==> src/rtl/game_tick_gen.sv <==
// Tick engine for game timing: one-cycle enable pulses on NUM_CH channels, each twice
// the rate of the previous one, with frame-aligned level switching, pause and restart.
module game_tick_gen #(
  parameter int CLK_HZ  = 50000000,
  parameter int BASE_HZ = 1,
  parameter int NUM_CH  = 2,
  parameter int LEVEL_W = 2,
  parameter int CNT_W   = 27,
  parameter int TCNT_W  = 16
) (
  input  logic               fpga_clock,
  input  logic               reset,
  input  logic [LEVEL_W-1:0] level,
  input  logic               pause,
  input  logic               restart,
  output logic [NUM_CH-1:0]  tick,
  output logic               game_clock,
  output logic [LEVEL_W-1:0] active_level,
  output logic [TCNT_W-1:0]  tick_cnt
);

  localparam logic [CNT_W-1:0] DIV = CNT_W'(CLK_HZ / BASE_HZ);

  // Period never drops below 2 so a pulse is always followed by a low cycle.
  function automatic logic [CNT_W-1:0] chan_period(input logic [LEVEL_W-1:0] lvl,
                                                   input int c);
    logic [CNT_W-1:0] p;
    p = DIV >> (int'(lvl) + c);
    if (p < CNT_W'(2)) p = CNT_W'(2);
    return p;
  endfunction

  logic [CNT_W-1:0] cnt_p0 [NUM_CH];
  logic [NUM_CH-1:0] wrap_p0;

  always_comb begin
    wrap_p0 = '0;
    for (int c = 0; c < NUM_CH; c++)
      wrap_p0[c] = !pause &&
                   (cnt_p0[c] == chan_period(active_level, c) - CNT_W'(1));
  end

  // Registered outputs: restart beats pause and wrap; a channel-0 wrap realigns every channel.
  always_ff @(posedge fpga_clock) begin
    if (reset) begin
      for (int c = 0; c < NUM_CH; c++) cnt_p0[c] <= '0;
      tick         <= '0;
      game_clock   <= 1'b0;
      active_level <= '0;
      tick_cnt     <= '0;
    end else if (restart) begin
      for (int c = 0; c < NUM_CH; c++) cnt_p0[c] <= '0;
      tick         <= '0;
      game_clock   <= 1'b0;
      active_level <= level;
    end else if (pause) begin
      tick <= '0;
    end else if (wrap_p0[0]) begin
      for (int c = 0; c < NUM_CH; c++) cnt_p0[c] <= '0;
      tick         <= '1;
      game_clock   <= ~game_clock;
      active_level <= level;
      tick_cnt     <= tick_cnt + TCNT_W'(1);
    end else begin
      for (int c = 0; c < NUM_CH; c++) begin
        if (wrap_p0[c]) begin
          cnt_p0[c] <= '0;
          tick[c]   <= 1'b1;
        end else begin
          cnt_p0[c] <= cnt_p0[c] + CNT_W'(1);
          tick[c]   <= 1'b0;
        end
      end
    end
  end

endmodule

==> config.mk <==
export PLATFORM = sky130hd
export DESIGN_NAME = game_tick_gen
export DESIGN_NICKNAME = d
export VERILOG_FILES = /design/src/rtl/game_tick_gen.sv
export SDC_FILE = /design/constraint.sdc
export NUM_CORES = 1
export LEC_CHECK = 0
export CAP_MARGIN = 10
export CELL_PAD_IN_SITES_DETAIL_PLACEMENT = 0
export CELL_PAD_IN_SITES_GLOBAL_PLACEMENT = 1
export CORE_MARGIN = 10
export CORE_UTILIZATION = 47
export DETAILED_ROUTE_END_ITERATION = 10
export PLACE_DENSITY = 0.91
export SLEW_MARGIN = 20
export SYNTH_ARGS = -nofsm -noshare
export SYNTH_HDL_FRONTEND = slang
export SYNTH_SLANG_ARGS = --single-unit
==> constraint.sdc <==
create_clock -name fpga_clock -period 3.6 [get_ports fpga_clock]
set_input_delay 0.72 -clock fpga_clock [delete_from_list [all_inputs] [get_ports fpga_clock]]
set_output_delay 0.72 -clock fpga_clock [all_outputs]
set_load 0.02 [all_outputs]
==> flow_summary.ini, run 1 <==
[cts]
root_buffer = clkbuf_8
clk_path_buf_depth = 2
numCtsBuffers = 9
clock-sinks = 75
cts_tree = done
post_cts_resized = 0
h-tree-depth = 3
clk_latency_ns = 0.36
cts_setup_buffers = 0
clk_pin_slew_ns = 0.09
cts_hold_buf = 0

[cells_and_area]
instances_no_fill = 672
antennaDiodeCount = 0
final_area_um2 = 5300
nets = 544
drive_above_1_share_pct = 6.86
area_growth_pct = 11.0

[floorplan]
io_pins = 27
fp.dieH_um = 121
die_w_um = 121
dieArea_um2 = 14600
core_area_um2 = 9820
rows = 36
initial_core_util_pct = 48.6

[worst_setup_path]
endpoint_kind = flip-flop
crit_family = simple AND/OR/NAND/NOR gates
slowest_stage = dfxtp_1
reg2reg_from = active_level[0]
crit_path_start_kind = flip-flop
cp-startpoint = active_level[0]
crit_path_max_incr_delay_ns = 0.79
cp_max_fo = 29
crit_buf_inv = 1
crit_type = reg -> reg
cp.required_ns = 3.85
cp_data_arrival_time_ns = 3.19
cp_cell_sequence = inv_2 -> a211oi_2 -> o221ai_1 -> or4_4 -> nor4_1 -> mux2_1

[grt]
grt_start_max_net_pins = 30
grt_usage_pct = 15.2
grt-ovfl-total = 0
antenna_found_initial = 0
grt_pass1_wl_mm = 18.6
first_global_vias = 3751

[timing]
finalClockSkew_ns = 0.00996
rsz0062_at_grt = false
drv_slew = 0
tns_ns = 0
hold_ws_ns = 0.510
slew_headroom_pct = 42.7
tightest_slew_ns = 0.848
min_period_over_period_pct = 81.6
min_period_ns = 2.94
fmaxAchievable_mhz = 340
setup_viol = 0
hold_viol = 0

[synth]
ys_warn_count = 0
synth_cell_types = 67
synth_cells = 521
yosys-top-cells-area = edfxtp_1 (34%), dfxtp_1 (8.8%), xor2_1 (6.6%)
synth_edf_count = 54
synth_top_area_share_pct = 33.9
async_flop_share_pct = 0
syn_nets = 531
syn_area_um2 = 4780
synth_seq_area_share_pct = 42.7
yosysTopAreaCell = edfxtp_1
syn_avg_cell_area_um2 = 9.17
ys_seq_elements = 75
ys.flop_type = edfxtp_1

[power]
power_leakage_nw = 1.68
peakVddDrop_uv = 204
p_per_area_nw_per_um2 = 333

[routing]
vias_per_cell = 5.88
drtIter0Drc = 435
drt_wl_total_mm = 11.1
firstDrtPassIters = 5
wire_per_inst_um = 16.4
drc = 0
ant_nets = 0
vias = 3951

[placed_design]
dpl.hpwl_mm = 7.54
port_buffers = 26
gp_congestion = 0.894
dp.cells = 656
place_area_um2 = 5110

[min_path]
hold_start = tick_cnt[14]
holdCritPathClass = reg -> reg

[run_status]
outcome = finished, final reports clean

[job]
cap_violations = 0
worst min-delay path, cell delays in order, from the launching register on:
cell and delay (ns):
dfxtp_1 0.34, o31ai_1 0.07, a21oi_1 0.06
Yosys cell counts, types with 3 or more instances:
master / instances
nor4bb_1: 8
nor2b_1: 8
nand2_1: 35
buf_2: 10
nand2b_1: 8
o21ai_0: 9
nand3_1: 29
o31ai_1: 12
ha_1: 4
dfxtp_1: 21
xnor2_1: 19
xor2_1: 36
nor3_1: 9
edfxtp_1: 54
and4_1: 6
nand3b_1: 5
and2_1: 6
clkbuf_1: 17
and3_1: 6
a31oi_1: 6
or4_1: 13
a21oi_1: 19
nor4_1: 7
inv_1: 17
nand4_1: 20
or3_1: 4
o22ai_1: 3
buf_6: 3
nor3b_1: 5
nor2_1: 76
final timing paths:
path	end	slack (ns)	depth (start not counted)
worst max-delay path	tick_cnt[15]	0.66	6
worst min-delay path	tick_cnt[14]	0.51	2
worst max register to register	tick_cnt[15]	0.66	6
worst min register to register	tick_cnt[14]	0.51	2
cell families after synthesis:
logic type / after synthesis / share of synthesized area (%)
DFF: 75 / 42.7
muxes: 2 / 0.445
AOI/OAI and AO/OA: 74 / 10.9
buffers and inverters: 51 / 4.82
xor gates and xnor gates: 55 / 10.1
adders and majority gates: 4 / 1.05
and+or+nand+nor: 260 / 30.0
registers in the layout, indices dropped and copies added (netlist names):
register / count
tick: 2
active_level: 2
tick_cnt: 16
game_clock: 1
cnt_p0: 54
report_power, final:
group | internal [W] | switching [W] | total, W
logic | 0.0000552 | 0.0000694 | 0.000125
registers | 0.000952 | 0.0000544 | 0.00101
clock network | 0.000297 | 0.000339 | 0.000636
cell usage in the layout, fill, tap and decap left out, types with 7 or more instances in the layout:
cell	n
o21ai_0	9
nor2_1	76
nand2_1	35
nand3_1	29
inv_1	17
nor4_1	7
or4_1	13
clkdlybuf4s50_1	26
nor4bb_1	8
nor3_1	9
nand4_1	20
xnor2_1	19
clkbuf_8	9
o31ai_1	12
edfxtp_1	54
xor2_1	36
nand2b_1	8
a21oi_1	19
dfxtp_1	21
buf_4	9
nor2b_1	8
final cells by class:
type / instances / area (µm²)
Clock buffer: 10 / 149
Fill cell: 946 / 4520
Timing Repair Buffer: 35 / 328
Inverter: 18 / 67.6
Multi-Input combinational cell: 395 / 2500
Clock inverter: 6 / 45.0
Tap cell: 133 / 166
Sequential cell: 75 / 2040
metal layers:
layer  routed length (µm)  global-route usage, %
met1                 5120                   19.2
met4                  121                   4.07
met2                 5300                   24.9
met3                  515                   4.14
met5                    0                      0
stage by stage:
step | power, W | util, % | setup slack, ns
6_report | 0.00177 | 54.0 | 0.663
5_1_grt | 0.00184 | 54.0 | 0.483
4_1_cts | 0.00179 | 54.0 | 0.675
3_5_place_dp | 0.00115 | 52.0 | 0.411
3_3_place_gp | 0.00114 | 52.0 | 0.496
2_1_floorplan | 0.00110 | - | 0.970
Power figures use the tool's default switching activity.
==> run 2, diff against run 1 <==
clock period = 2.85 ns   (was 3.6 ns; I/O delays follow)
==> flow_summary.ini, run 2 (same netlist as run 1, synthesis figures left out) <==
[run_status]
outcome = finished, final reports clean

[power]
peakVddDrop_uv = 247
p_per_area_nw_per_um2 = 414
power_leakage_nw = 1.80

[min_path]
hold_start = tick_cnt[13]
holdCritPathClass = reg -> reg

[timing]
rsz0062_at_grt = false
tightest_slew_ns = 0.614
fmaxAchievable_mhz = 370
hold_ws_ns = 0.505
min_period_over_period_pct = 94.8
min_period_ns = 2.70
slew_headroom_pct = 58.8
worst_slack_ns = 0.148
hold_viol = 0
finalClockSkew_ns = 0.0137
setup_viol = 0
drv_slew = 0

[cts]
root_buffer = clkbuf_8
numCtsBuffers = 9
cts_setup_buffers = 0
h-tree-depth = 3
cts_hold_buf = 0
clk_path_buf_depth = 2
clk_latency_ns = 0.37
clock-sinks = 75
clk_pin_slew_ns = 0.09
cts_tree = done

[worst_setup_path]
crit_type = reg -> reg
slowest_stage = or4_4
cp_data_arrival_time_ns = 3.01
crit_family = simple AND/OR/NAND/NOR gates
crit_path_max_incr_delay_ns = 0.63
cp.required_ns = 3.15
crit_path_start_kind = flip-flop
cp_max_fo = 13
endpoint_kind = flip-flop
reg2reg_from = cnt_p0[0][7]
cp_cell_sequence = or4b_4 -> nor3_2 -> nand3_1 -> or4_4 -> or4_1 -> a21oi_1
crit_buf_inv = 0
cp-startpoint = cnt_p0[0][7]

[floorplan]
io_pins = 27
rows = 36
core_area_um2 = 9820
fp.dieH_um = 121
initial_core_util_pct = 48.6
die_w_um = 121
dieArea_um2 = 14600

[routing]
vias_per_cell = 5.87
vias = 4052
drt_wl_total_mm = 11.7
wire_per_inst_um = 16.9
firstDrtPassIters = 7
ant_nets = 0
drtIter0Drc = 363
drc = 0

[cells_and_area]
instances_no_fill = 690
layout_commonest_cell = nor2_1
reg_top3 = cnt_p0 x54, tick_cnt x16
antennaDiodeCount = 0
final_area_um2 = 5490
drive_above_1_share_pct = 10.4
regMostFlops = cnt_p0
largest_reg_flops = 54
nets = 562
layout_common_cells = nor2_1 (76), edfxtp_1 (54), xor2_1 (36)
area_growth_pct = 15.0

[job]
cap_violations = 0

[placed_design]
place_area_um2 = 5260
gp_congestion = 0.895
dpl.hpwl_mm = 8.02
place_ws_ns = -0.120
port_buffers = 26
dp.cells = 673

[grt]
grt_usage_pct = 16.3
grt_pass1_wl_mm = 19.7
grt_start_max_net_pins = 35
antenna_found_initial = 0
grt-ovfl-total = 0
first_global_vias = 3830
==> run 2: cell count changes in the layout (fill, tap and decap cells not counted), sizes merged <==
cell,previous run,this run
inv,20,19
or4,14,15
buf,9,26
clkbuf,10,11
==> run 2: path summary, 6_finish.rpt <==
kind / to / slack, ns / cells past startpoint
worst max-delay path: tick_cnt[11] / 0.15 / 6
worst min-delay path: tick_cnt[13] / 0.50 / 2
worst max register to register: tick_cnt[11] / 0.15 / 6
worst min register to register: tick_cnt[13] / 0.50 / 2
==> run 2: per-stage QoR <==
stage                     TNS, ns  utilization, %  power (W)
after global routing            0            55.9    0.00236
after CTS                       0            55.6    0.00228
after global placement     -0.135            53.6    0.00147
final                           0            55.9    0.00227
after floorplan                 0               -    0.00139
after detailed placement   -0.783            53.6    0.00147
==> run 2: where the power goes <==
group | switching (W) | internal, W | leakage [nW]
Sequential | 0.0000587 | 0.00120 | 0.799
Combinational | 0.000106 | 0.0000865 | 0.895
Clock | 0.000427 | 0.000394 | 0.105
Total | 0.000592 | 0.00168 | 1.80
==> run 2: cell type report <==
cell class              count  area, µm²
flip-flops and latches     75       2040
fillers                   904       4330
clock buffers              11        163
multi-input cells         396       2540
well taps                 133        166
repair buffers             52        480
clock inverters             5       33.8
inverters                  18       67.6
==> run 2: timing repair <==
item,CTS,global route
cloned,0,1
resized for setup,1,3
endpoints found under the setup margin,1,37
pin swaps,0,1
==> run 2: worst register-to-register path, cell delays in order, from the launching register on <==
cell and delay, ns:
edfxtp_1 0.41, or4b_4 0.56, nor3_2 0.19, nand3_1 0.17, or4_4 0.63, or4_1 0.52, a21oi_1 0.16
==> run 2: metal layers <==
metal	track usage [%]	part of all wire, %
met1	21.2	44
met2	26.6	49
met3	3.49	5.2
met4	4.68	1.2
met5	0	0
